<file path="src/rtl/pipe_ctrl_pkg.sv">
// Shared types and constants for the pipeline stall/flush sequencer.
package pipe_ctrl_pkg;

  // Sequencer state, kept as plain constants so older code can compare against raw bits
  typedef logic [0:0] state_t;
  localparam state_t RUN      = 1'b0;
  localparam state_t MEM_WAIT = 1'b1;

  localparam logic [4:0] REG_ZERO     = 5'd0;
  // MemtoReg value the MEM/WB register takes when memwb_bubble is asserted
  localparam logic [1:0] MEMTOREG_ALU = 2'b00;

  // Per-cycle control bundle driven to the pipeline registers and the PC
  typedef struct packed {
    logic pc_en;
    logic ifid_en;
    logic ifid_flush;
    logic idex_en;
    logic idex_flush;
    logic exmem_en;
    logic memwb_bubble;
  } ctrl_t;

  function automatic ctrl_t ctrl_advance();
    ctrl_t c;
    c = '{pc_en: 1'b1, ifid_en: 1'b1, ifid_flush: 1'b0, idex_en: 1'b1,
          idex_flush: 1'b0, exmem_en: 1'b1, memwb_bubble: 1'b0};
    return c;
  endfunction

  function automatic ctrl_t ctrl_reset();
    ctrl_t c;
    c = '{pc_en: 1'b0, ifid_en: 1'b0, ifid_flush: 1'b1, idex_en: 1'b0,
          idex_flush: 1'b1, exmem_en: 1'b0, memwb_bubble: 1'b1};
    return c;
  endfunction

  function automatic ctrl_t ctrl_hold();
    ctrl_t c;
    c = '{pc_en: 1'b0, ifid_en: 1'b0, ifid_flush: 1'b0, idex_en: 1'b0,
          idex_flush: 1'b0, exmem_en: 1'b0, memwb_bubble: 1'b1};
    return c;
  endfunction

endpackage

</file>
<file path="src/rtl/load_use_detect.sv">
// Flags a load in EX whose destination is read by the instruction in ID.
module load_use_detect
  import pipe_ctrl_pkg::*;
(
  input  logic       idex_memread,
  input  logic [4:0] idex_rt,
  input  logic [4:0] ifid_rs,
  input  logic [4:0] ifid_rt,
  output logic       lu_hazard
);

  // $zero never carries a real dependency, so a load targeting it never stalls
  always_comb begin
    lu_hazard = idex_memread && (idex_rt != REG_ZERO) &&
                ((idex_rt == ifid_rs) || (idex_rt == ifid_rt));
  end

endmodule

</file>
<file path="src/rtl/pipe_hazard_ctrl.sv">
// Stall/flush sequencer for the 5-stage pipeline: branch/jump squash, load-use
// bubble, memory-wait hold with timeout, and a saturating stall-cycle counter.
module pipe_hazard_ctrl
  import pipe_ctrl_pkg::*;
#(
  parameter int MEM_TIMEOUT = 255,
  parameter int CNT_W       = 32
) (
  input  logic             clk,
  input  logic             reset,
  input  logic [4:0]       ifid_rs,
  input  logic [4:0]       ifid_rt,
  input  logic             idex_memread,
  input  logic [4:0]       idex_rt,
  input  logic             ex_branch_tkn,
  input  logic             id_jump,
  input  logic             dmem_req,
  input  logic             dmem_ready,
  output logic             pc_en,
  output logic             ifid_en,
  output logic             ifid_flush,
  output logic             idex_en,
  output logic             idex_flush,
  output logic             exmem_en,
  output logic             memwb_bubble,
  output logic             mem_timeout,
  output logic [CNT_W-1:0] stall_cycles
);

  localparam int WC_W = (MEM_TIMEOUT > 1) ? $clog2(MEM_TIMEOUT) : 1;
  localparam logic [WC_W-1:0] WC_LAST = WC_W'(MEM_TIMEOUT - 1);

  state_t          state;
  state_t          state_nxt;
  logic [WC_W-1:0] wait_cnt;
  logic [WC_W-1:0] wait_cnt_nxt;
  logic            lu_hazard;
  logic            wait_cyc;
  logic            timeout;
  logic            hold;
  ctrl_t           ctrl;

  load_use_detect u_load_use_detect (
    .idex_memread (idex_memread),
    .idex_rt      (idex_rt),
    .ifid_rs      (ifid_rs),
    .ifid_rt      (ifid_rt),
    .lu_hazard    (lu_hazard)
  );

  // A wait cycle is any cycle the MEM-stage access is outstanding, including
  // the RUN cycle that first sees it, so the timeout bounds total wait length.
  assign wait_cyc = ~dmem_ready & ((state == MEM_WAIT) | dmem_req);
  assign timeout  = wait_cyc & (wait_cnt == WC_LAST);
  assign hold     = wait_cyc & ~timeout;

  // Output priority mux; reset overrides combinationally so it acts immediately
  always_comb begin
    ctrl        = ctrl_advance();
    mem_timeout = 1'b0;
    if (reset) begin
      ctrl = ctrl_reset();
    end else if (hold) begin
      // Upstream hazards are ignored here; they re-evaluate once stages move again
      ctrl = ctrl_hold();
    end else begin
      if (ex_branch_tkn) begin
        ctrl.ifid_flush = 1'b1;
        ctrl.idex_flush = 1'b1;
      end else if (lu_hazard) begin
        ctrl.pc_en      = 1'b0;
        ctrl.ifid_en    = 1'b0;
        ctrl.idex_flush = 1'b1;
      end else if (id_jump) begin
        ctrl.ifid_flush = 1'b1;
      end
      // An aborted access must not write back; a completed one loads MEM/WB
      ctrl.memwb_bubble = timeout;
      mem_timeout       = timeout;
    end
  end

  assign pc_en        = ctrl.pc_en;
  assign ifid_en      = ctrl.ifid_en;
  assign ifid_flush   = ctrl.ifid_flush;
  assign idex_en      = ctrl.idex_en;
  assign idex_flush   = ctrl.idex_flush;
  assign exmem_en     = ctrl.exmem_en;
  assign memwb_bubble = ctrl.memwb_bubble;

  // Next state and wait counter; the counter is zero whenever RUN is entered
  always_comb begin
    state_nxt    = RUN;
    wait_cnt_nxt = '0;
    if (hold) begin
      state_nxt    = MEM_WAIT;
      wait_cnt_nxt = wait_cnt + WC_W'(1);
    end
  end

  // Sequencer state registers
  always_ff @(posedge clk or posedge reset) begin
    if (reset) begin
      state    <= RUN;
      wait_cnt <= '0;
    end else begin
      state    <= state_nxt;
      wait_cnt <= wait_cnt_nxt;
    end
  end

  // Saturating count of cycles in which the PC did not advance
  always_ff @(posedge clk or posedge reset) begin
    if (reset) begin
      stall_cycles <= '0;
    end else if (!pc_en && !(&stall_cycles)) begin
      stall_cycles <= stall_cycles + CNT_W'(1);
    end
  end

endmodule

</file>
<file path="config.mk">
export PLATFORM = sky130hd
export DESIGN_NAME = pipe_hazard_ctrl
export DESIGN_NICKNAME = d
export VERILOG_FILES = /design/src/rtl/pipe_ctrl_pkg.sv /design/src/rtl/load_use_detect.sv /design/src/rtl/pipe_hazard_ctrl.sv
export SDC_FILE = /design/constraint.sdc
export NUM_CORES = 1
export LEC_CHECK = 0
export CORE_ASPECT_RATIO = 0.6
export CORE_MARGIN = 2
export CORE_UTILIZATION = 50
export CTS_CLUSTER_DIAMETER = 200
export DETAILED_ROUTE_END_ITERATION = 7
export DONT_BUFFER_PORTS = 1
export PLACE_DENSITY = 0.64
export SLEW_MARGIN = 0
export SYNTH_ARGS = -nofsm -noshare
export SYNTH_HDL_FRONTEND = slang
export SYNTH_HIERARCHICAL = 1
export SYNTH_SLANG_ARGS = --single-unit
</file>
<file path="constraint.sdc">
create_clock -name clk -period 4.45 [get_ports clk]
set_clock_uncertainty 0.15 [all_clocks]
set_input_delay 0.89 -clock clk [delete_from_list [all_inputs] [get_ports clk]]
set_output_delay 0.89 -clock clk [all_outputs]
set_load 0.01 [all_outputs]
</file>
==> impl_metrics.tcl, run 1 <==
set metrics [dict create \
    synthTopCellsByArea "dfrtp_1 47%, xnor2_1 14%, nand4_1 6.2%" \
    p_sw_frac 0.294 \
    io_pins 62 \
    cts_resized 0 \
    drc 0 \
    synth_top_area_frac 0.466 \
    clock_latency_ns 0.29 \
    syn_to_final_growth_pct 7.38 \
    ir_drop_v 0.000240 \
    slew_headroom 0.642 \
    seqPwrFrac 0.559 \
    drt-initial-drc-count 58 \
    antenna_found_initial 0 \
    path_clk_slew_ns 0.08 \
    critPathRequiredTime_ns 3.41 \
    grt.busiest_layer "met2" \
    max_freq_ghz 0.284 \
    synth_edf_count 0 \
    leakage_uw 0.000981 \
    placed_area_um2 2260 \
    die_w_um 89.7 \
    grt_max_degree 45 \
    cts_buffers 5 \
    grt_util_met1 0.257 \
    ys_ff_latch 41 \
    fp.coreArea_um2 4170 \
    run_status "complete, no violations" \
    finalHoldViolations 0 \
    grt_pass1_vias 1541 \
    grt_pass1_wl_um 7420 \
    yosysSeqAreaShare 0.466 \
    hpwl_um 3390 \
    yosysMostFrequentCell "dfrtp_1" \
    path_class "in2out" \
    timing.rr.end "stall_cycles[30]" \
    drive_gt1_frac 0.0880 \
    min_period_over_period 0.791 \
    totalPowerFinal_uw 850 \
    via_per_inst 5.70 \
    synthTopCellsByCount "41 x dfrtp_1, 34 x xnor2_1, 22 x nand4_1" \
    holdCritStartpoint "wait_cnt[5]" \
    cts_htree_levels 2 \
    design.die.area_um2 4970 \
    synth_top_cell_by_area "dfrtp_1" \
    wl_per_cell_um 16.2 \
    p_per_area_nw_per_um2 359 \
    path_max_fanout 16 \
    worst_pin_slew_ns 0.536 \
    netSwitchingPower_uw 250 \
    hold_buffers 0 \
    fin_cells 276 \
    fin_crit_ns 3.52 \
    nets 240 \
    grt_use_total 0.187 \
    holdCritPathClass "reg2reg" \
    setup_tns_ns 0 \
    synth_nets 237 \
    drv_slew 0 \
    worstRegToRegCells 6 \
    setup_viol 0 \
    synth_cell_types 34 \
    wirelength_um 4470 \
    hold_depth 2 \
    syn-cell-area_um2 2200 \
    cts_setup_buffers 0 \
    hold_path_end "wait_cnt[5]" \
    endpoint_kind "output port" \
    synth_warnings 6 \
    place_congestion 0.838 \
    synth_area_per_cell_um2 10.4 \
    die_h_um 55.4 \
    timing.rr.start "stall_cycles[0]" \
    port_buffers 0 \
    async_flop_share 1.00 \
    clockPowerShare 0.307 \
    dp.cells 268 \
    rrSetupSlack_ns 1.92 \
    max_cap_viol_count 0 \
    power_frac_comb 0.134 \
    gr-usage-met2 0.275 \
    ant_nets 0 \
    n_antenna_cell 0 \
    tritoncts "done" \
    holdWs_ns 0.394 \
    cts_buffer_depth 2 \
    clkSinkCount 41 \
    fin_area_um2 2370 \
    start_util 0.529 \
    cp.arrival_ns 2.48 \
    grtUsageMet3 0.0819 \
    intPower_uw 600 \
    vias 1574 \
    overflow 0 \
    rsz0062_at_grt "no" \
    synth_cells 212 \
    clockRootBuffer "clkbuf_8" \
    num_rows 18 \
    ys.flop_type "dfrtp_1" \
    drt_pass1_iterations 4 \
    critPathLaunchType "input port" \
]
## metal layers
metal | up-vias | routed length, µm
met5 | - | 0
met4 | 0 | 0
met3 | 0 | 450
met2 | 72 | 1900
met1 | 742 | 2120
li1 | 760 | -
## worst max-delay path: stages
cell and delay, ns:
or4_1 0.53, o21ai_1 0.14, a21oi_1 0.07, inv_1 0.08, o21a_1 0.28, nand2_1 0.08
buf_4 0.20, inv_1 0.21
## kinds of logic after synthesis
kind of cell             Yosys count  share of synthesized area
AO/OA/AOI/OAI                     11                     0.0471
XOR/XNOR                          46                      0.183
adder cells (fa/ha/maj)            3                     0.0170
buffers and inverters             14                     0.0284
flip-flops                        41                      0.466
multiplexers                       2                     0.0102
AND/OR/NAND/NOR                   95                      0.249
## cell type report
cell class / count / area [µm²]
flip-flops and latches: 41 / 1030
clock buffers: 7 / 96.3
multi-input cells: 157 / 1110
inverters: 7 / 26.3
well taps: 60 / 75.1
repair buffers: 3 / 22.5
fillers: 359 / 1800
clock inverters: 1 / 5.00
## worst max path at each step
stage / end / cells after the start / slack (ns) / start
detailed placement: ifid_en / 8 / 0.93 / idex_rt[0]
CTS: ifid_en / 8 / 0.93 / idex_rt[0]
floorplan: pc_en / 5 / 0.76 / reset
finish: pc_en / 8 / 0.93 / idex_rt[0]
global route: pc_en / 8 / 0.76 / idex_rt[0]
global placement: ifid_en / 8 / 0.97 / idex_rt[0]
## cell usage in the layout, fill, tap and decap left out, types with 7 or more instances in the layout
cell type,n
nor2_1,12
xor2_1,12
nand3_1,17
nand4_1,22
nand2_1,12
xnor2_1,34
clkbuf_8,7
dfrtp_1,41
inv_1,7
and3_1,8
## power by group through the flow
stage | Combinational, µW | Clock (µW) | Sequential [µW]
after global routing | 127 | 287 | 481
after CTS | 115 | 270 | 475
after detailed placement | 114 | 0 | 482
after floorplan | 96.2 | 0 | 468
final | 114 | 261 | 475
after global placement | 110 | 0 | 481
## through the flow
stage          worst slack (ns)  utilization
2_1_floorplan             0.762            -
3_3_place_gp              0.967        0.544
3_5_place_dp              0.931        0.544
4_1_cts                   0.934        0.568
5_1_grt                   0.760        0.568
6_report                  0.932        0.568
## sequential cells by signal, summed over array words and instances (netlist names)
register,cells
stall_cycles,32
state,1
wait_cnt,8
Power figures use the tool's default switching activity.
==> run 2, diff against run 1 <==
Settings changed: PLACE_DENSITY 0.64 to 0.67.
Clock period 4.45 ns to 3.1 ns, I/O delays scaled along.
==> run 2 against run 1 <==
  * Die area unchanged
  * First-iteration DRC count up 29%
  * Register-to-register slack worse by 1.4 ns
  * Global-route usage up 0.87 points
  * Sequential power up 43%
  * Sequential cell count unchanged
  * Combinational power up 44%
  * Clock-buffer cell count down 1
  * Routed wire length up 3.2%
  * Sequential share of layout area up 0.14 points
  * Design area down 0.32%
  * Via count up 1.5%
  * Critical path type unchanged
  * Largest cell class unchanged
  * Largest power group unchanged
==> impl_metrics.tcl, run 2 (same netlist as run 1, synthesis figures left out) <==
set metrics [dict create \
    path_clk_slew_ns 0.08 \
    wl_per_cell_um 16.7 \
    endpoint_kind "output port" \
    worstRegToRegCells 6 \
    io_pins 62 \
    cts_setup_buffers 0 \
    critical_path.cell_chain "or4_1, o21ai_1, a21oi_1, inv_1, o21a_1, nand2_1, inv_1" \
    hpwl_um 3440 \
    regMostFlops "stall_cycles" \
    timing.rr.start "stall_cycles[0]" \
    max_cap_viol_count 0 \
    critPathRequiredTime_ns 2.33 \
    dp.cells 269 \
    fillers 357 \
    cp.arrival_ns 2.05 \
    n_antenna_cell 0 \
    reg_top3 "stall_cycles (32), wait_cnt (8), state (1)" \
    p_per_area_nw_per_um2 500 \
    run_status "complete, no violations" \
    drv_slew 0 \
    max_stage_delay_ns 0.50 \
    max_freq_ghz 0.355 \
    die_h_um 55.4 \
    drc 0 \
    grt_max_degree 45 \
    cts_htree_levels 2 \
    finalHoldViolations 0 \
    place_congestion 0.845 \
    layout_common_cells "41 x dfrtp_1, 34 x xnor2_1, 22 x nand4_1, 17 x nand3_1" \
    drt-initial-drc-count 75 \
    critPathLaunchType "input port" \
    cp_common_cell "inv_1" \
    num_rows 18 \
    antenna_found_initial 0 \
    setup_viol 0 \
    path_class "in2out" \
    ant_nets 0 \
    rsz0062_at_grt "no" \
    hold_buffers 0 \
    clockRootBuffer "clkbuf_8" \
    design.die.area_um2 4970 \
    min_period_over_period 0.910 \
    worst_pin_slew_ns 0.554 \
    leakage_uw 0.000972 \
    syn_to_final_growth_pct 7.04 \
    rrSetupSlack_ns 0.52 \
    wirelength_um 4620 \
    grt_use_total 0.196 \
    overflow 0 \
    port_buffers 0 \
    clkSinkCount 41 \
    fp.coreArea_um2 4170 \
    tritoncts "done" \
    holdCritPathClass "in2async" \
    path_max_fanout 4 \
    fin_crit_ns 2.82 \
    nets 241 \
    totalPowerFinal_uw 1180 \
    cts_resized 0 \
    slew_headroom 0.631 \
    die_w_um 89.7 \
    grt_pass1_wl_um 7820 \
    cts_buffers 5 \
    setup_tns_ns 0 \
    start_util 0.529 \
    drive_gt1_frac 0.0922 \
    drt_pass1_iterations 4 \
    layout_commonest_cell "dfrtp_1" \
    ir_drop_v 0.000192 \
    clock_latency_ns 0.29 \
    largest_reg_flops 32 \
    multi_input_area_um2 1110 \
    grt_pass1_vias 1606 \
    final_core_util 0.566 \
    slowest_stage "or4_1" \
    fin_cells 277 \
    timing.rr.end "stall_cycles[30]" \
    via_per_inst 5.77 \
    cts_buffer_depth 2 \
    vias 1598 \
    regArea_um2 1030 \
]
-- run 2: cell types whose count changed in the layout (fill, tap and decap cells not counted) --
cell / delta
clkbuf_8: -2
clkbuf_1: +1
clkinv_2: +1
clkinvlp_4: +1
buf_4: +1
inv_1: -1
-- run 2: worst max-delay path by stage --
stage	from	end	slack, ns	cells after the start
after floorplan	idex_rt[0]	pc_en	0.24	8
after global placement	idex_rt[0]	pc_en	0.32	7
after detailed placement	idex_rt[0]	stall_cycles[27]	0.25	9
after CTS	idex_rt[0]	ifid_en	0.27	7
after global routing	idex_rt[0]	pc_en	0.18	7
final	idex_rt[0]	pc_en	0.28	7
-- run 2: per-layer routing --
layer / vias to the layer above / part of all wire / GRT usage
met5: - / 0 / 0
met4: 0 / 0.014 / 0.0659
met3: 6 / 0.068 / 0.0641
met2: 65 / 0.45 / 0.298
met1: 773 / 0.47 / 0.267
li1: 754 / - / -
-- run 2: power by group --
| group | internal (µW) | switching, µW | leakage, µW |
|---|---|---|---|
| combinational | 77.3 | 86.3 | 0.000375 |
| clock | 156 | 180 | 0.0000450 |
| sequential | 584 | 94.8 | 0.000552 |
-- run 2: cell type report --
class                           count  share of cell area
Multi-Input combinational cell    157               0.473
Clock inverter                      2             0.00424
Timing Repair Buffer                4              0.0127
Inverter                            7              0.0127
Sequential cell                    41               0.435
Clock buffer                        6              0.0308
Tap cell                           60              0.0318
-- run 2: critical path, delay by kind of cell --
| family | cells | cell delay [ns] |
|---|---|---|
| and+or+nand+nor | 2 | 0.62 |
| AOI/OAI and AO/OA | 3 | 0.50 |
| buffers and inverters | 2 | 0.30 |
-- run 2: stage by stage --
stage	hold slack (ns)	setup WS [ns]	area (µm²)
detailed placement	0.390	0.251	2280
finish	0.219	0.280	2360
global route	0.270	0.183	2360
global placement	0.382	0.323	2280
floorplan	0.342	0.238	2210
CTS	0.232	0.273	2360
==> run 3, diff against run 2 <==
Settings changed: CAP_MARGIN from default to 5, CORE_UTILIZATION 50 to 25, PLACE_DENSITY 0.67 to 0.39.
==> run 3 against run 2 <==
  * First-iteration DRC count is 33% higher
  * Highest routed layer unchanged
  * Critical path type unchanged
  * Critical path depth did not move
  * Register-to-register slack better by 0.06 ns
  * Total power grew 15%
  * Sequential share of layout area fell by 2.6 points
  * Clock power grew 51%
  * Design area increased by 6.3%
  * Largest cell class unchanged
  * Final cell count rose by 20%
  * Via count decreased by 1.8%
  * Hold slack got worse by 0.11 ns
  * Largest power group unchanged
  * Routed wire length increased by 13%
==> impl_metrics.tcl, run 3 (same netlist as run 1, synthesis figures left out) <==
set metrics [dict create \
    run_status "complete, no violations" \
    path_clk_slew_ns 0.06 \
    clock_latency_ns 0.28 \
    drt_pass1_iterations 4 \
    drv_slew 0 \
    totalPowerFinal_uw 1360 \
    clockRootBuffer "clkbuf_16" \
    layout_common_cells "41 x dfrtp_1, 34 x xnor2_1, 22 x nand4_1, 17 x nand3_1" \
    cp_common_cell "inv_1" \
    timing.rr.end "stall_cycles[30]" \
    grt_pass1_vias 1528 \
    finalHoldViolations 0 \
    cts_buffers 5 \
    critical_path.cell_chain "or4_1, o21ai_1, a21oi_1, inv_1, o21a_1, nand2_1, inv_1" \
    drc 0 \
    overflow 0 \
    rrSetupSlack_ns 0.58 \
    setup_tns_ns 0 \
    leakage_uw 0.00101 \
    holdWs_ns 0.112 \
    start_util 0.259 \
    hold_buffers 0 \
    grt_pass1_wl_um 8580 \
    grt_use_total 0.113 \
    ir_drop_v 0.000170 \
    num_rows 26 \
    max_cap_viol_count 0 \
    fin_cells 332 \
    max_freq_ghz 0.356 \
    regMostFlops "stall_cycles" \
    ant_nets 0 \
    hpwl_um 4020 \
    worstRegToRegCells 6 \
    timing.rr.start "stall_cycles[0]" \
    fp.coreArea_um2 8520 \
    tritoncts "done" \
    drt-initial-drc-count 100 \
    holdCritPathClass "in2async" \
    vias 1569 \
    syn_to_final_growth_pct 13.8 \
    critPathRequiredTime_ns 2.33 \
    slew_headroom 0.728 \
    cp.arrival_ns 2.04 \
    path_class "in2out" \
    wl_per_cell_um 15.7 \
    max_stage_delay_ns 0.52 \
    cts_setup_buffers 0 \
    dp.cells 324 \
    endpoint_kind "output port" \
    reg_top3 "stall_cycles (32), wait_cnt (8), state (1)" \
    largest_reg_flops 32 \
    via_per_inst 4.73 \
    n_antenna_cell 0 \
    nets 244 \
    min_period_over_period 0.905 \
    setup_viol 0 \
    rsz0062_at_grt "no" \
    fillers 921 \
    io_pins 62 \
    final_core_util 0.294 \
    clkSinkCount 41 \
    die_w_um 125 \
    path_max_fanout 4 \
    cts_resized 0 \
    design.die.area_um2 9610 \
    place_congestion 0.716 \
    worst_pin_slew_ns 0.405 \
    grt_max_degree 28 \
    critPathLaunchType "input port" \
    antenna_found_initial 0 \
    slowest_stage "or4_1" \
    fin_crit_ns 2.81 \
    port_buffers 0 \
    p_per_area_nw_per_um2 542 \
    drive_gt1_frac 0.105 \
    die_h_um 76.7 \
    cts_buffer_depth 2 \
    cts_htree_levels 2 \
    layout_commonest_cell "dfrtp_1" \
    wirelength_um 5210 \
]
## run 3: cell types whose count changed in the layout (fill, tap and decap cells not counted), sizes merged
| cell | delta |
|---|---|
| buf | +3 |
| clkinv | -2 |
| clkinvlp | +2 |
## run 3: how the worst max path moves through the flow
| stage | endpoint | depth (start not counted) | from |
|---|---|---|---|
| final | ifid_en | 7 | idex_rt[0] |
| after global routing | ifid_en | 7 | idex_rt[0] |
| after CTS | ifid_en | 7 | idex_rt[0] |
| after detailed placement | ifid_en | 7 | idex_rt[0] |
| after global placement | ifid_en | 7 | idex_rt[0] |
| after floorplan | pc_en | 8 | idex_rt[0] |
## run 3: cell type report
cell class	count	area (µm²)	area share
inverters	7	30.0	0.0120
multi-input cells	157	1110	0.445
repair buffers	7	52.6	0.0210
clock inverters	2	15.0	0.00599
well taps	112	140	0.0559
clock buffers	6	129	0.0514
flip-flops and latches	41	1030	0.409
## run 3: report_power, final
| group | switching (µW) | internal [µW] |
|---|---|---|
| Combinational | 84.9 | 77.7 |
| Clock | 209 | 298 |
| Sequential | 105 | 585 |
| Total | 399 | 961 |
## run 3: routing by layer
layer  wire (µm)  vias to the layer above  track usage  part of all wire
li1            -                      777            -                 -
met1        2680                      750        0.164              0.51
met2        2000                       35        0.145              0.38
met3         445                        7       0.0502             0.085
met4          84                        0       0.0444             0.016
met5           0                        -            0                 0
## run 3: per-stage QoR
step	setup WS, ns	instance area [µm²]
finish	0.294	2510
global route	0.138	2510
CTS	0.275	2510
detailed placement	0.277	2360
global placement	0.275	2360
floorplan	0.238	2210
## run 3: worst max-delay path, delay by kind of cell
kind,cells,cell delay [ns]
buf+inv,2,0.29
simple gates,2,0.63
compound gates,3,0.49
